<file path="src/rtl/cv32e40x_pkg.sv">
// Shared type definitions for the cv32e40x MPU response path.
package cv32e40x_pkg;

    typedef enum logic [0:0] {
        IDLE     = 1'b0,
        ERR_WAIT = 1'b1
    } mpu_resp_state_e;

endpackage : cv32e40x_pkg

</file>
<file path="src/rtl/cv32e40x_resp_cnt.sv">
// Outstanding bus transaction counter with a full flag.
module cv32e40x_resp_cnt #(
    parameter int unsigned MAX_OUTSTANDING = 2,
    parameter int unsigned CNT_W           = 3
) (
    input  logic             clk,
    input  logic             rst_n,
    input  logic             inc,
    input  logic             dec,
    output logic [CNT_W-1:0] cnt,
    output logic             full
);

    always_ff @(posedge clk) begin
        if (!rst_n) begin
            cnt <= '0;
        end else if (inc && !dec) begin
            cnt <= cnt + CNT_W'(1);
        end else if (dec && !inc) begin
            cnt <= cnt - CNT_W'(1);
        end
    end

    assign full = (cnt == CNT_W'(MAX_OUTSTANDING));

endmodule : cv32e40x_resp_cnt

</file>
<file path="src/rtl/cv32e40x_mpu_resp.sv">
// MPU response sequencer: blocks PMA-faulting requests and returns their error in bus order.
// Optional sticky spurious-response flag: CV32E40X_MPU_RESP_PROTOCOL_CHECK_EN.
module cv32e40x_mpu_resp
    import cv32e40x_pkg::*;
#(
    parameter int unsigned MAX_OUTSTANDING = 2,
    parameter int unsigned CNT_W           = 3
) (
    input  logic        clk,
    input  logic        rst_n,

    input  logic        core_trans_valid_i,
    output logic        core_trans_ready_o,
    input  logic [31:0] core_trans_addr_i,
    input  logic        core_trans_we_i,

    input  logic        pma_err_i,
    input  logic        pma_bufferable_i,
    input  logic        pma_cacheable_i,

    output logic        bus_trans_valid_o,
    input  logic        bus_trans_ready_i,
    output logic [31:0] bus_trans_addr_o,
    output logic        bus_trans_we_o,
    output logic        bus_trans_bufferable_o,
    output logic        bus_trans_cacheable_o,

    input  logic        bus_resp_valid_i,
    input  logic [31:0] bus_resp_rdata_i,
    input  logic        bus_resp_err_i,

    output logic        core_resp_valid_o,
    output logic [31:0] core_resp_rdata_o,
    output logic        core_resp_err_o,
    output logic        core_resp_pma_err_o,

    output logic        resp_protocol_err_o
);

    mpu_resp_state_e  state, state_next;
    logic [CNT_W-1:0] cnt;
    logic             cnt_full;
    logic             cnt_zero;
    logic             bus_valid;
    logic             core_ready;
    logic             err_resp;
    logic             cnt_inc;
    logic             cnt_dec;

    cv32e40x_resp_cnt #(
        .MAX_OUTSTANDING (MAX_OUTSTANDING),
        .CNT_W           (CNT_W)
    ) u_resp_cnt (
        .clk   (clk),
        .rst_n (rst_n),
        .inc   (cnt_inc),
        .dec   (cnt_dec),
        .cnt   (cnt),
        .full  (cnt_full)
    );

    assign cnt_zero = (cnt == '0);

    always_ff @(posedge clk) begin
        if (!rst_n) begin
            state <= IDLE;
        end else begin
            state <= state_next;
        end
    end

    // Request gating depends only on registered state, keeping bus_resp_* off the valid path.
    always_comb begin
        state_next = state;
        bus_valid  = 1'b0;
        core_ready = 1'b0;
        err_resp   = 1'b0;
        case (state)
            IDLE: begin
                if (!cnt_full) begin
                    if (core_trans_valid_i && pma_err_i) begin
                        core_ready = 1'b1;
                        state_next = ERR_WAIT;
                    end else begin
                        bus_valid  = core_trans_valid_i;
                        core_ready = bus_trans_ready_i;
                    end
                end
            end
            ERR_WAIT: begin
                if (cnt_zero) begin
                    err_resp   = 1'b1;
                    state_next = IDLE;
                end
            end
            default: state_next = IDLE;
        endcase
    end

    assign bus_trans_valid_o      = bus_valid & rst_n;
    assign core_trans_ready_o     = core_ready & rst_n;
    assign bus_trans_addr_o       = core_trans_addr_i;
    assign bus_trans_we_o         = core_trans_we_i;
    assign bus_trans_bufferable_o = pma_bufferable_i;
    assign bus_trans_cacheable_o  = pma_cacheable_i;

    assign cnt_inc = bus_trans_valid_o & bus_trans_ready_i;
    assign cnt_dec = bus_resp_valid_i & ~cnt_zero;

    assign core_resp_valid_o   = rst_n & (err_resp | cnt_dec);
    assign core_resp_rdata_o   = err_resp ? '0 : bus_resp_rdata_i;
    assign core_resp_err_o     = ~err_resp & bus_resp_err_i;
    assign core_resp_pma_err_o = rst_n & err_resp;

`ifdef CV32E40X_MPU_RESP_PROTOCOL_CHECK_EN
    logic protocol_err_q;

    always_ff @(posedge clk) begin
        if (!rst_n) begin
            protocol_err_q <= 1'b0;
        end else if (bus_resp_valid_i && cnt_zero) begin
            protocol_err_q <= 1'b1;
        end
    end

    assign resp_protocol_err_o = protocol_err_q;
`else
    assign resp_protocol_err_o = 1'b0;
`endif

endmodule : cv32e40x_mpu_resp

</file>
<file path="config.mk">
export PLATFORM = sky130hd
export DESIGN_NAME = cv32e40x_mpu_resp
export DESIGN_NICKNAME = d
export VERILOG_FILES = /design/src/rtl/cv32e40x_pkg.sv /design/src/rtl/cv32e40x_resp_cnt.sv /design/src/rtl/cv32e40x_mpu_resp.sv
export SDC_FILE = /design/constraint.sdc
export NUM_CORES = 1
export LEC_CHECK = 0
export BUFFER_PORTS_ARGS = -buffer_cell sky130_fd_sc_hd__buf_4
export CAP_MARGIN = 20
export CORE_MARGIN = 5
export CORE_UTILIZATION = 29
export CTS_BUF_LIST = sky130_fd_sc_hd__clkbuf_2 sky130_fd_sc_hd__clkbuf_4 sky130_fd_sc_hd__clkbuf_8
export CTS_CLUSTER_DIAMETER = 200
export DETAILED_ROUTE_END_ITERATION = 12
export PLACE_DENSITY = 0.95
export SYNTH_ARGS = -nofsm -noshare
export SYNTH_HDL_FRONTEND = slang
export SYNTH_SLANG_ARGS = --single-unit
</file>
<file path="constraint.sdc">
create_clock -name clk -period 5.2 [get_ports clk]
set_clock_uncertainty 0.05 [all_clocks]
set_input_delay 0.52 -clock clk [delete_from_list [all_inputs] [get_ports clk]]
set_output_delay 0.52 -clock clk [all_outputs]
set_load 0.01 [all_outputs]
</file>
==> flow_metrics.tcl, run 1 <==
set metrics [dict create \
    netlist_area_um2 782 \
    leakagePower_uw 0.000605 \
    async_reset_ff_frac 0 \
    grt_overflow 0 \
    synth_fa_ha_area_frac 0.0416 \
    synthXorXnorAreaFrac 0.0336 \
    routed_via_density 4.25 \
    initial_core_util 0.310 \
    grt_max_degree 34 \
    fill_cells 243 \
    ioPinCount 147 \
    yosysMostFrequentCell "buf_4" \
    hold_slack_ns 0.521 \
    yosys_register_bits 4 \
    vdd_drop_max_v 0.000151 \
    cp_num_buf_inv 1 \
    synth_top_family_by_area "buffers and inverters" \
    fin_ws_ns 2.70 \
    fin_crit_ns 2.50 \
    grt_pass1_vias 630 \
    yosys_warnings 0 \
    start_kind "flop" \
    clk_pin_slew_ns 0.04 \
    synth_compound_area_frac 0.0624 \
    post_cts_buffers 0 \
    cp.arrival_ns 2.61 \
    dp_hpwl_um 1980 \
    cts_tree "done" \
    rsz0062_at_grt "no" \
    drv_slew 0 \
    path_class "flop to flop" \
    yosys-top-cells-count "buf_4, nor2b_1, nor2_1" \
    yosys-top-cells-area "buf_4, nor2b_1, dfxtp_1" \
    finalSetupTns_ns 0 \
    antenna_found_initial 0 \
    reg2regPathDepth 9 \
    dp_cells 172 \
    slowest_delay_ns 0.47 \
    synthSimpleGateAreaFrac 0.346 \
    synth_top_area_frac 0.346 \
    grt_pass1_wl_um 2790 \
    gp_congestion 0.756 \
    clockBufferDepth 2 \
    synth_nets 181 \
    finalHoldViolations 0 \
    synth_edf_count 0 \
    muxShareOfSynthArea 0.0128 \
    status "completed" \
    drc 0 \
    multi_input_area_um2 392 \
    hp-class "flop to flop" \
    die-area_mm2 0.00384 \
    synth_ff_type "dfxtp_1" \
    cts_resized 0 \
    dieHeight_um 61.9 \
    yosys.area.top_type "buf_4" \
    hold_depth 2 \
    ys_seq_area_frac 0.102 \
    drt_first_iter_violations 34 \
    ant_nets 0 \
    cts_sinks 4 \
    num_antenna_cells 0 \
    fp.dieW_um 61.9 \
    avgRoutedWirePerCell_um 12.8 \
    synth.distinct_cells 23 \
    grt.total_usage 0.0993 \
    path_cells "nor2_1 -> a211o_1 -> nor4_1 -> ha_1 -> inv_1 -> fa_1 -> xor2_1 -> or3_1 -> a21oi_1" \
    path_max_fanout 5 \
    worst_path_max_delay_cell "dfxtp_1" \
    hold_buffers 0 \
    syn_avg_cell_area_um2 7.45 \
    post-route-period-util 0.482 \
    num-nets-final 223 \
    cap_violations 0 \
    cp-end-kind "flop" \
    cpLargestDelayFamily "simple AND/OR/NAND/NOR gates" \
    dr.pass1.iters 4 \
    p_per_area_mw_per_mm2 297 \
    io_buffers 75 \
    seqCellArea_um2 80.1 \
    setup_viol 0 \
    root_buffer "clkbuf_4" \
    wl_um 2230 \
    cp_num_cells 9 \
    area_growth_pct 43.4 \
    routed-via-count 743 \
    cts-buffers-inserted 3 \
    cp.required_ns 5.30 \
    ctsHtreeMaxLevel 1 \
    fin_cells 175 \
    coreArea_mm2 0.00252 \
    clkLatencyLatePin_ns 0.23 \
    place_ws_ns 2.64 \
    fmax_mhz 399 \
    synthCells 105 \
    rows 18 \
    final_layout_size_suffix_gt1_frac 0.559 \
]
## registers in the layout, summed over array words and instances (netlist names)
register	count
u_resp_cnt.cnt	3
state	1
## path summary, 6_finish.rpt
kind | start | slack (ns) | end
max | u_resp_cnt.cnt[0] | 2.70 | u_resp_cnt.cnt[2]
max reg2reg | u_resp_cnt.cnt[0] | 2.70 | u_resp_cnt.cnt[2]
min reg2reg | u_resp_cnt.cnt[2] | 0.52 | u_resp_cnt.cnt[2]
min | u_resp_cnt.cnt[2] | 0.52 | u_resp_cnt.cnt[2]
## area by class of cell
class | count | share of cell area
tap | 30 | 0.0335
inverter | 5 | 0.0167
sequential | 4 | 0.0714
multi-input combinational | 57 | 0.349
timing repair buffer | 76 | 0.509
clock buffer | 3 | 0.0201
## routing by layer
layer  GRT usage  wire length, um  vias up
met1      0.0812              541      315
met5           0                0        -
met4      0.0455               16        0
met2       0.187             1150       53
li1            -                -      369
met3      0.0599              524        6
## metrics by stage
step                cell area, um2   util  total power (uW)
global placement              1100  0.436               296
detailed placement            1100  0.436               301
CTS                           1120  0.444               339
finish                        1120  0.444               333
global route                  1120  0.444               364
floorplan                      782      -               215
## worst min-delay path, cell delays in order (launching register included)
cell and delay (ns):
dfxtp_1 0.35, o21ai_0 0.09, a21oi_1 0.07
## placed cells by master (no fill, tap or decap)
cell	n
a211o_1	1
a211oi_1	1
a21oi_1	4
and2b_1	3
buf_4	76
clkbuf_4	3
conb_1	1
dfxtp_1	4
fa_1	1
ha_1	1
inv_1	4
inv_2	1
mux2i_1	1
nor2_1	5
nor2b_1	30
nor3_1	1
nor4_1	1
nor4b_4	1
o21ai_0	1
o31ai_1	1
or3_1	1
xor2_1	3
## kinds of logic after synthesis
family | count (synthesis)
adder cells (fa/ha/maj) | 2
flip-flops | 4
other | 1
AND/OR/NAND/NOR | 42
XOR/XNOR | 3
AO/OA/AOI/OAI | 8
multiplexers | 1
buffers and inverters | 44
## report_power, final
part,total (uW),internal (uW),switching (uW),leakage [uW]
Clock,36.3,25.7,10.6,0.0000138
Sequential,61.7,41.5,20.2,0.0000329
Combinational,235,127,108,0.000559
Total,333,194,139,0.000605
Power figures use the tool's default switching activity.
==> run 2: changes to the inputs <==
Settings changed: CORE_UTILIZATION 29 to 24, PLACE_DENSITY 0.95 to 0.85.
Clock period 5.2 ns to 2.3 ns, I/O delays scaled along.
==> run 2 against run 1 <==
  * Cell count up 12%
  * Die area up 17%
  * Critical path type unchanged
  * Utilization down 5.3 points
  * Highest routed layer unchanged
  * Worst setup slack worse by 2.7 ns
  * Non-clock buffer count up 7
  * Register-to-register slack worse by 2.7 ns
==> flow_metrics.tcl, run 2 (synthesized netlist as in run 1, its figures left out) <==
set metrics [dict create \
    status "completed" \
    grt_pass1_wl_um 3520 \
    leakagePower_uw 0.000640 \
    ctsHtreeMaxLevel 1 \
    drv_slew 0 \
    gp_congestion 0.840 \
    grt_pass1_vias 833 \
    start_kind "flop" \
    dr.pass1.iters 3 \
    fin_ws_ns 0.0158 \
    top_register "u_resp_cnt.cnt" \
    fin_crit_ns 2.28 \
    avgRoutedWirePerCell_um 11.7 \
    vdd_drop_max_v 0.000370 \
    grt.total_usage 0.100 \
    area_growth_pct 54.1 \
    p_per_area_mw_per_mm2 674 \
    reg2reg_slack_ns 0.02 \
    final_common_cell "buf_4" \
    ant_nets 0 \
    coreArea_mm2 0.00308 \
    hold_buffers 0 \
    layout_common_cells "buf_4, nor2b_1, nor2_1" \
    worst_path_max_delay_cell "fa_2" \
    setup_viol 0 \
    grt_max_degree 20 \
    reg2reg_from "u_resp_cnt.cnt[2]" \
    hp-class "primary input to flop" \
    routed-via-count 807 \
    antenna_found_initial 0 \
    fill_cells 331 \
    final_layout_size_suffix_gt1_frac 0.612 \
    clockBufferDepth 2 \
    crit_start "u_resp_cnt.cnt[2]" \
    root_buffer "clkbuf_4" \
    cp.required_ns 2.41 \
    routed_via_density 4.12 \
    drt_first_iter_violations 17 \
    fmax_mhz 438 \
    largestRegisters "u_resp_cnt.cnt x3, state x1" \
    placed_cell_area_mm2 0.00115 \
    place_ws_ns -0.0712 \
    hold_slack_ns 0.310 \
    num-nets-final 230 \
    fp.dieW_um 67.1 \
    rows 20 \
    io_buffers 75 \
    cts-buffers-inserted 3 \
    drc 0 \
    cts_tree "done" \
    total_power_uw 812 \
    seqCellArea_um2 82.6 \
    cts_sinks 4 \
    multi_input_area_um2 403 \
    initial_core_util 0.254 \
    clk_pin_slew_ns 0.04 \
    cp-end-kind "flop" \
    dieHeight_um 67.1 \
    cap_violations 0 \
    path_cells "nor2_1 -> a211o_1 -> nor4_2 -> ha_2 -> inv_1 -> fa_2 -> xor2_1 -> or3_1 -> a21oi_1" \
    largest_reg_flops 3 \
    cp.arrival_ns 2.39 \
    dp_hpwl_um 2020 \
    slowest_delay_ns 0.33 \
    ioPinCount 147 \
    clkLatencyLatePin_ns 0.23 \
    rsz0062_at_grt "yes" \
    path_max_fanout 3 \
    post-route-period-util 0.993 \
    wl_um 2300 \
    finalHoldViolations 0 \
    path_class "flop to flop" \
    min_from "pma_err_i" \
    num_antenna_cells 0 \
    die-area_mm2 0.00450 \
    grt_overflow 0 \
    design_area_mm2 0.00120 \
]
run 2: changes by cell type in the layout (fill, tap and decap cells not counted):
cell     previous run  this run
dfxtp_2             0         2
fa_2                0         1
dfxtp_1             4         2
ha_2                0         1
buf_4              76        83
nor4_2              0         1
fa_1                1         0
ha_1                1         0
nor4_1              1         0
run 2: worst max-delay path, delay by kind of cell (launching register included):
kind | cells | cell delay [ns]
fa+ha+maj | 2 | 0.56
simple gates | 3 | 0.68
xor+xnor | 1 | 0.15
buf+inv | 1 | 0.05
compound gates | 2 | 0.41
flops | 1 | 0.32
run 2: final timing paths:
check / endpoint / cells past startpoint
max: u_resp_cnt.cnt[2] / 9
min: state / 3
max reg2reg: u_resp_cnt.cnt[2] / 9
min reg2reg: state / 2
run 2: repair_timing:
item                                   CTS  global route
endpoints found under the hold margin    0             0
gates resized for setup                  1             3
setup endpoints to repair                1             1
gates cloned                             0             0
setup buffers                            0             2
pin swaps                                0             3
run 2: layer usage:
metal	vias up	share of wire	routed length, um	track usage
li1	385	-	-	-
met2	63	0.46	1070	0.175
met4	0	0.045	103	0.0759
met1	339	0.29	671	0.0867
met5	-	0	0	0
met3	20	0.20	457	0.0472
run 2: area by class of cell:
| class | count | area share |
|---|---|---|
| repair buffers | 83 | 0.517 |
| inverters | 5 | 0.0156 |
| clock buffers | 3 | 0.0187 |
| multi-input cells | 57 | 0.334 |
| flip-flops and latches | 4 | 0.0685 |
| well taps | 44 | 0.0457 |
run 2: power breakdown:
part / leakage, uW / total [uW] / switching [uW] / internal [uW]
logic: 0.000593 / 617 / 286 / 331
clock network: 0.0000138 / 84.6 / 26.4 / 58.2
registers: 0.0000337 / 110 / 13.8 / 96.6
run 2: metrics by stage:
step | setup TNS (ns) | util | std cells
floorplan | 0 | - | 105
global placement | 0 | 0.375 | 191
detailed placement | -0.0712 | 0.375 | 191
CTS | 0 | 0.385 | 194
global route | -0.112 | 0.391 | 196
finish | 0 | 0.391 | 196
